$ cat config.mk
export PLATFORM = sky130hd
export DESIGN_NAME = fwdcombine_n
export DESIGN_NICKNAME = d
export VERILOG_FILES = /design/src/rtl/fwdcombine_n.sv
export SDC_FILE = /design/constraint.sdc
export NUM_CORES = 1
export LEC_CHECK = 0
export CAP_MARGIN = 25
export CORE_AREA = 3 3 169 171
export DETAILED_ROUTE_END_ITERATION = 8
export DIE_AREA = 0 0 172 174
export GPL_TIMING_DRIVEN = 0
export SLEW_MARGIN = 15
export SYNTH_ARGS = -nofsm -noshare
export SYNTH_HDL_FRONTEND = slang
export SYNTH_SLANG_ARGS = --single-unit
$ cat constraint.sdc
create_clock -name clk -period 5.2 [get_ports clk]
set_input_delay 1.04 -clock clk [delete_from_list [all_inputs] [get_ports clk]]
set_output_delay 1.04 -clock clk [all_outputs]
set_load 0.005 [all_outputs]
$ cat src/rtl/fwdcombine_n.sv
// fwdcombine_n: N-channel packet combiner feeding one forwarder.
// MODE 0 forwards in strict round-robin order; MODE 1 picks the lowest ready index.
module fwdcombine_n #(
    parameter int N_CHAN     = 4,
    parameter int DATA_WIDTH = 64,
    parameter int ADDR_WIDTH = 9,
    parameter int PLEN_WIDTH = ADDR_WIDTH + 1,
    parameter int MODE       = 0,
    parameter int SEL_WIDTH  = (N_CHAN > 1) ? $clog2(N_CHAN) : 1
) (
    input  logic                         clk,
    input  logic                         rst,
    output logic [ADDR_WIDTH-1:0]        up_rd_addr,
    input  logic [N_CHAN*DATA_WIDTH-1:0] up_rd_data,
    output logic [N_CHAN-1:0]            up_rd_en,
    output logic [N_CHAN-1:0]            up_done,
    input  logic [N_CHAN-1:0]            up_ready,
    input  logic [N_CHAN*PLEN_WIDTH-1:0] up_len,
    input  logic [ADDR_WIDTH-1:0]        forwarder_rd_addr,
    output logic [DATA_WIDTH-1:0]        forwarder_rd_data,
    input  logic                         forwarder_rd_en,
    input  logic                         forwarder_done,
    output logic                         ready_for_forwarder,
    output logic [PLEN_WIDTH-1:0]        len_to_forwarder,
    output logic [31:0]                  pkt_count,
    output logic [SEL_WIDTH-1:0]         cur_sel,
    output logic                         err_done,
    output logic                         err_ready_drop
);
    typedef enum logic [1:0] {IDLE, LOCKED, GAP} state_t;

    state_t                r_state;
    logic [SEL_WIDTH-1:0]  r_ptr;
    logic [SEL_WIDTH-1:0]  r_sel;
    logic [31:0]           r_cnt;
    logic                  r_err_done;
    logic                  r_err_drop;

    logic                  w_lock;
    logic                  w_sel_ready;
    logic                  w_grant;
    logic [SEL_WIDTH-1:0]  w_low;
    logic [SEL_WIDTH-1:0]  w_next_sel;
    logic [SEL_WIDTH-1:0]  w_next_ptr;
    logic [N_CHAN-1:0]     w_onehot;

    always_comb begin
        w_low = '0;
        for (int i = N_CHAN - 1; i >= 0; i--)
            if (up_ready[i]) w_low = SEL_WIDTH'(i);
    end

    assign w_lock      = (r_state == LOCKED) && !rst;
    assign w_sel_ready = up_ready[r_sel];
    assign w_grant     = (MODE == 0) ? up_ready[r_ptr] : |up_ready;
    assign w_next_sel  = (MODE == 0) ? r_ptr : w_low;
    assign w_next_ptr  = (r_sel == SEL_WIDTH'(N_CHAN - 1)) ? '0 : r_sel + 1'b1;
    assign w_onehot    = N_CHAN'(1) << r_sel;

    assign up_rd_addr          = forwarder_rd_addr;
    assign up_rd_en            = (w_lock && forwarder_rd_en) ? w_onehot : '0;
    assign up_done             = (w_lock && forwarder_done) ? w_onehot : '0;
    assign ready_for_forwarder = w_lock && w_sel_ready;
    assign len_to_forwarder    = up_len[r_sel*PLEN_WIDTH +: PLEN_WIDTH];
    // sel persists past the packet so late read data is still routed to the forwarder
    assign forwarder_rd_data   = up_rd_data[r_sel*DATA_WIDTH +: DATA_WIDTH];
    assign pkt_count           = r_cnt;
    assign cur_sel             = r_sel;
    assign err_done            = r_err_done;
    assign err_ready_drop      = r_err_drop;

    always_ff @(posedge clk) begin
        if (rst) begin
            r_state    <= IDLE;
            r_ptr      <= '0;
            r_sel      <= '0;
            r_cnt      <= '0;
            r_err_done <= 1'b0;
            r_err_drop <= 1'b0;
        end else begin
            if (forwarder_done && r_state != LOCKED) r_err_done <= 1'b1;
            case (r_state)
                IDLE: if (w_grant) begin
                    r_sel   <= w_next_sel;
                    r_state <= LOCKED;
                end
                LOCKED: if (forwarder_done) begin
                    r_cnt   <= r_cnt + 32'd1;
                    r_state <= GAP;
                    if (MODE == 0) r_ptr <= w_next_ptr;
                end else if (!w_sel_ready) begin
                    r_err_drop <= 1'b1;
                end
                default: r_state <= IDLE;
            endcase
        end
    end
endmodule
==> reports/metrics.yaml, run 1 <==
logic_synthesis:
  synth-seq-cells: 40
  ys_seq_area_share_pct: 21.2
  synth_edf_count: 0
  yosys.cell_types.count: 38
  synthTopCellsByArea: "mux4_2, dfxtp_1, a21oi_1, o31ai_1, or4_1"
  yosysTopAreaCell: "mux4_2"
  synth_top_area_share_pct: 44.7
  synth_area_um2: 3780
  synth_most_common_cell: "mux4_2"
  async_flop_share_pct: 0
  synth_cells: 332
  yosysWarnings: 0
  synth_commonest_cells: "mux4_2, dfxtp_1, a21oi_1"
  ys.flop_type: "dfxtp_1"
  synth_area_per_cell_um2: 11.4
  synth_fp_nets: 650
critical_path:
  crit_path_end_kind: "output pin"
  critPathMaxFanout: 10
  cp_slowest_cell: "buf_1"
  cp_num_buf_inv: 4
  path_depth: 5
  critPathTopFamily: "buffers and inverters"
  critical-path-max-stage-delay_ps: 660
  startpoint_type: "register"
  rrSetupSlack_ps: 2550
  worstPathCellList: "clkbuf_1, buf_1, buf_2, mux4_2, clkdlybuf4s50_1"
  critical_path_required_ps: 4160
  cp_data_arrival_time_ps: 3410
  critPathKind: "register to output pin"
  ff2ff_path_depth: 7
clock_network:
  cts_resized: 0
  cts_hold_buf: 0
  cts_inserted_buffers: 5
  cts_sinks: 40
  cts-htree-levels: 2
  clock_path_buffers: 2
  cts_tree: "yes"
  cts.clk_slew.worst_paths_ps: 60
  clkLatencyLatePin_ps: 280
  root_buffer: "clkbuf_16"
  postCtsSetupBuffers: 0
placed_design:
  portBuffers: 430
  dpl_cell_area_um2: 8520
  dp_hpwl_um: 28800
  gp_congestion: 0.941
sta:
  max_freq_mhz: 225
  fin_crit_sh_pct: 85.6
  fin_worst_skew_ps: 9.33
  finalSetupViolCount: 0
  fin_crit_ps: 4450
  finalSetupTns_ps: 0
  report.final.slew_viol_count: 0
  hold_ws_ps: 480
  worstMarginPinSlew_ps: 842
  rsz0062_at_grt: "no"
  hold_viol: 0
  max_slew_margin_pct: 43.8
route:
  finalWirelength_um: 32200
  drt_iter0_markers: 238
  vias_per_cell: 4.52
  vias: 5067
  wire_per_inst_um: 28.7
  drc_errors: 0
  first_pass_iters: 4
  ant_nets: 0
layout:
  finish.instance_area_um2: 8700
  final_nets: 1088
  num-fill-cells: 2821
  drive_gt1_share_pct: 13.0
  syn_to_final_growth_pct: 130
status:
  status: "complete, no violations"
floorplanning:
  initial_utilization_pct: 14.0
  die_h_um: 174
  die_x_um: 172
  core_region_area_um2: 27000
  rows: 60
  die_area_um2: 29900
  ios: 441
hold_path:
  min_path_type: "register to register"
  holdPathStages: 2
global_routing:
  grt_pass1_wl_um: 42900
  grt_usage_pct: 20.7
  antenna_found_initial: 20
  grt_pass1_vias: 5332
  grt_max_degree: 13
  overflow: 0
pwr:
  peakVddDrop_uv: 92.7
  p_leak_nw: 2.81
  p_per_area_nw_per_um2: 126
run:
  drv_cap: 0
-- cell families after synthesis --
logic type	share of synthesized area [%]
buf+inv	6.05
xor+xnor	1.62
fa+ha+maj	1.65
flops	21.2
simple gates	15.2
compound gates	9.13
mux	45.2
-- sequential cells by signal, indices dropped and copies added, names as in the netlist --
| name | flops |
|---|---|
| err_done | 1 |
| cur_sel | 2 |
| r_ptr | 2 |
| err_ready_drop | 1 |
| pkt_count | 32 |
| r_state | 2 |
-- power breakdown --
group          total [mW]  internal (mW)  switching, mW  leakage, nW
combinational       0.466          0.341          0.125         2.41
sequential          0.315          0.310        0.00487        0.323
clock               0.315          0.191          0.124       0.0702
total                1.10          0.842          0.254         2.81
-- tightest hold or removal path, stage by stage, from the launching register on --
cell and delay (ps):
dfxtp_1 330, a21oi_1 40, nor2_1 70
-- worst paths after layout --
kind,start,endpoint
max,cur_sel[0]$_SDFFE_PP0P_,forwarder_rd_data[5]
min,err_done$_SDFFE_PP0P_,err_done$_SDFFE_PP0P_
max reg2reg,cur_sel[0]$_SDFFE_PP0P_,r_ptr[1]$_SDFFE_PP0P_
min reg2reg,err_done$_SDFFE_PP0P_,err_done$_SDFFE_PP0P_
-- final cells by class --
class	count	area (um^2)	share of cell area (%)
sequential	40	801	9.20
tap	341	427	4.90
clock inverter	1	7.51	0.0863
timing repair buffer	431	4320	49.6
buffer	40	195	2.24
multi-input combinational	243	2750	31.6
antenna	10	25.0	0.288
clock buffer	7	143	1.64
inverter	9	33.8	0.388
-- through the flow --
stage	util (%)	worst slack (ps)	power [mW]	cells
4_1_cts	32.1	578	1.11	1112
3_5_place_dp	31.5	873	0.788	1104
5_1_grt	32.1	433	1.14	1116
6_report	32.2	747	1.10	1122
3_3_place_gp	31.5	890	0.789	1103
2_1_floorplan	-	2200	0.427	332
-- routing by layer --
metal / track usage (%) / part of all wire [%] / vias up / wire (um)
met5: 0 / 0.11 / - / 34
met4: 3.33 / 0.93 / 6 / 300
met3: 3.98 / 5.6 / 32 / 1800
met2: 42.5 / 59 / 247 / 19100
li1: - / - / 2250 / -
met1: 21.4 / 34 / 2532 / 10900
-- cells in the final DEF (no fill, tap or decap), types with 7 or more instances in the layout --
| master | n |
|---|---|
| a21oi_1 | 29 |
| and2_1 | 8 |
| buf_1 | 9 |
| buf_4 | 9 |
| clkbuf_1 | 19 |
| clkdlybuf4s50_1 | 430 |
| dfxtp_1 | 40 |
| diode_2 | 10 |
| inv_1 | 9 |
| mux4_2 | 75 |
| nand2_1 | 13 |
| nand3_1 | 7 |
| nand4_1 | 8 |
| nor2_1 | 15 |
| o21ai_0 | 11 |
| o31ai_1 | 14 |
| or3_1 | 10 |
| or4_1 | 14 |
(Power assumes the default switching activity.)
==> run 2: changes to the inputs <==
--- a/config.mk
+++ b/config.mk
@@ -7,3 +7,2 @@
 export LEC_CHECK = 0
-export CAP_MARGIN = 25
 export CORE_AREA = 3 3 169 171
@@ -11,2 +10,3 @@
 export DIE_AREA = 0 0 172 174
+export GPL_ROUTABILITY_DRIVEN = 0
 export GPL_TIMING_DRIVEN = 0
--- a/constraint.sdc
+++ b/constraint.sdc
@@ -3,2 +3,2 @@
 set_output_delay 1.04 -clock clk [all_outputs]
-set_load 0.005 [all_outputs]
+set_load 0.05 [all_outputs]
==> reports/metrics.yaml, run 2 (synthesized netlist as in run 1, its figures left out) <==
clock_network:
  cts.clk_slew.worst_paths_ps: 60  # about the same
  cts_hold_buf: 0  # unchanged
  cts_sinks: 40  # unchanged
  cts_resized: 0  # unchanged
  clock_path_buffers: 2  # unchanged
  root_buffer: "clkbuf_16"
  cts_tree: "yes"
  cts_inserted_buffers: 5  # unchanged
  cts-htree-levels: 2  # unchanged
  clkLatencyLatePin_ps: 280  # about the same
  postCtsSetupBuffers: 0  # unchanged
layout:
  syn_to_final_growth_pct: 130
  final_common_cell: "clkdlybuf4s50_1"
  drive_gt1_share_pct: 13.0  # +0.017 points
  final_cell_mix: "clkdlybuf4s50_1, mux4_2, dfxtp_1, a21oi_1, clkbuf_1"
  num-fill-cells: 2859  # +1.3%
  instances_no_fill: 1123  # +0.089%
  final_nets: 1087  # -0.092%
  finish.instance_area_um2: 8690  # -0.14%
  largest_reg_flops: 32  # unchanged
pwr:
  p_switching_mw: 0.410  # +62%
  finalPower_mw: 1.24  # +13%
  peakVddDrop_uv: 90.4  # -2.5%
  p_per_area_nw_per_um2: 142  # +13%
  p_seq_share_pct: 25.5  # -3.2 points
  clkPwrFrac_pct: 24.4  # -4.4 points
  internal_power_mw: 0.827  # -1.8%
  p_leak_nw: 2.80  # about the same
  swShare_pct: 33.2  # +10 points
  p_comb_share_pct: 50.1  # +7.6 points
route:
  wire_per_inst_um: 28.6  # about the same
  drc_errors: 0  # unchanged
  drt_iter0_markers: 236  # -0.84%
  first_pass_iters: 4  # unchanged
  vias_per_cell: 4.56  # +1.1%
  finalWirelength_um: 32200  # about the same
  ant_nets: 0  # unchanged
  vias: 5126  # +1.2%
sta:
  rsz0062_at_grt: "no"
  hold_viol: 0  # unchanged
  report.final.slew_viol_count: 0  # unchanged
  fin_crit_ps: 4710  # +260 ps
  fin_worst_skew_ps: 8.91  # -0.422 ps
  max_freq_mhz: 212  # -5.5%
  finalSetupViolCount: 0  # unchanged
  worstMarginPinSlew_ps: 1110  # +268 ps
  fin_crit_sh_pct: 90.6  # +5.0 points
  max_slew_margin_pct: 26.0  # -18 points
  finalSetupTns_ps: 0  # unchanged
critical_path:
  critPathMaxFanout: 10  # unchanged
  rrSetupSlack_ps: 2550  # about the same
  cp_data_arrival_time_ps: 3670  # +260 ps
  r2r_start: "cur_sel[1]$_SDFFE_PP0P_"
  crit_path_end_kind: "output pin"
  ff2ff_path_depth: 7  # unchanged
  startpoint_type: "register"
  critical_path_required_ps: 4160  # about the same
  critPathKind: "register to output pin"
  r2r-end: "r_ptr[1]$_SDFFE_PP0P_"
floorplanning:
  die_area_um2: 29900  # unchanged
  core_region_area_um2: 27000  # unchanged
  die_x_um: 172  # unchanged
  ios: 441  # unchanged
  die_h_um: 174  # unchanged
  rows: 60  # unchanged
  initial_utilization_pct: 14.0  # unchanged
placed_design:
  dpl_cell_area_um2: 8510  # -0.13%
  dp.cells: 1103  # -0.091%
  dp_hpwl_um: 28800  # about the same
  portBuffers: 430  # unchanged
hold_path:
  min_path_type: "register to register"
  hp-start: "err_done$_SDFFE_PP0P_"
  holdPathStages: 2  # unchanged
  min_to: "err_done$_SDFFE_PP0P_"
global_routing:
  grt_pass1_vias: 5238  # -1.8%
  grt_pass1_wl_um: 42700  # -0.50%
  overflow: 0  # unchanged
  grt_usage_pct: 20.6  # -0.077 points
  grt_max_degree: 14  # +1
  antenna_found_initial: 32  # +60%
status:
  status: "complete, no violations"
run:
  drv_cap: 0  # unchanged
-- run 2: changes by cell type in the layout (fill, tap and decap cells not counted) --
cell        before  now
clkinv_2         0    2
diode_2         10   12
buf_6            2    1
clkbuf_1        19   18
clkbuf_8         1    0
clkinv_4         0    1
clkinvlp_4       1    0
-- run 2: layout make-up --
type / count / area, um^2 / share of cell area [%]
diodes: 12 / 30.0 / 0.346
plain buffers: 40 / 195 / 2.25
clock buffers: 5 / 125 / 1.44
clock inverters: 3 / 18.8 / 0.216
inverters: 9 / 33.8 / 0.389
multi-input cells: 243 / 2750 / 31.7
flip-flops and latches: 40 / 801 / 9.22
well taps: 341 / 427 / 4.91
repair buffers: 430 / 4300 / 49.5
-- run 2: metrics by stage --
step                      util (%)  setup slack, ps  hold slack (ps)
after floorplan                  -             1590              483
after global placement        31.5              645              462
after detailed placement      31.5              680              470
after CTS                     32.0              385              488
after global routing          32.1              211              522
final                         32.1              487              483
-- run 2: worst max-delay path, cell delays in order, from the launching register on --
cell and delay [ps]:
dfxtp_1 400, clkbuf_1 460, buf_1 640, buf_2 500, mux4_2 550, clkdlybuf4s50_1 810
-- run 2: worst max path at each step --
stage	startpoint	to	slack, ps	cells after the start
finish	cur_sel[0]$_SDFFE_PP0P_	forwarder_rd_data[3]	490	5
global route	cur_sel[0]$_SDFFE_PP0P_	forwarder_rd_data[5]	210	5
CTS	cur_sel[0]$_SDFFE_PP0P_	forwarder_rd_data[5]	390	5
detailed placement	cur_sel[0]$_SDFFE_PP0P_	forwarder_rd_data[5]	680	5
global placement	cur_sel[0]$_SDFFE_PP0P_	forwarder_rd_data[5]	640	5
floorplan	rst	ready_for_forwarder	1590	3
-- run 2: power by group through the flow --
| stage | Combinational (mW) | Sequential [mW] | Clock (mW) |
|---|---|---|---|
| floorplan | 0.263 | 0.328 | 0 |
| global placement | 0.621 | 0.322 | 0 |
| detailed placement | 0.621 | 0.322 | 0 |
| CTS | 0.625 | 0.315 | 0.311 |
| global route | 0.647 | 0.315 | 0.322 |
| finish | 0.620 | 0.315 | 0.302 |
-- run 2: routing by layer --
layer / routed length, um / up-vias / GRT usage, %
met4: 613 / 6 / 3.13
met2: 18800 / 263 / 42.5
met3: 1790 / 54 / 3.64
met1: 10900 / 2555 / 21.5
met5: 41 / - / 0
li1: - / 2248 / -
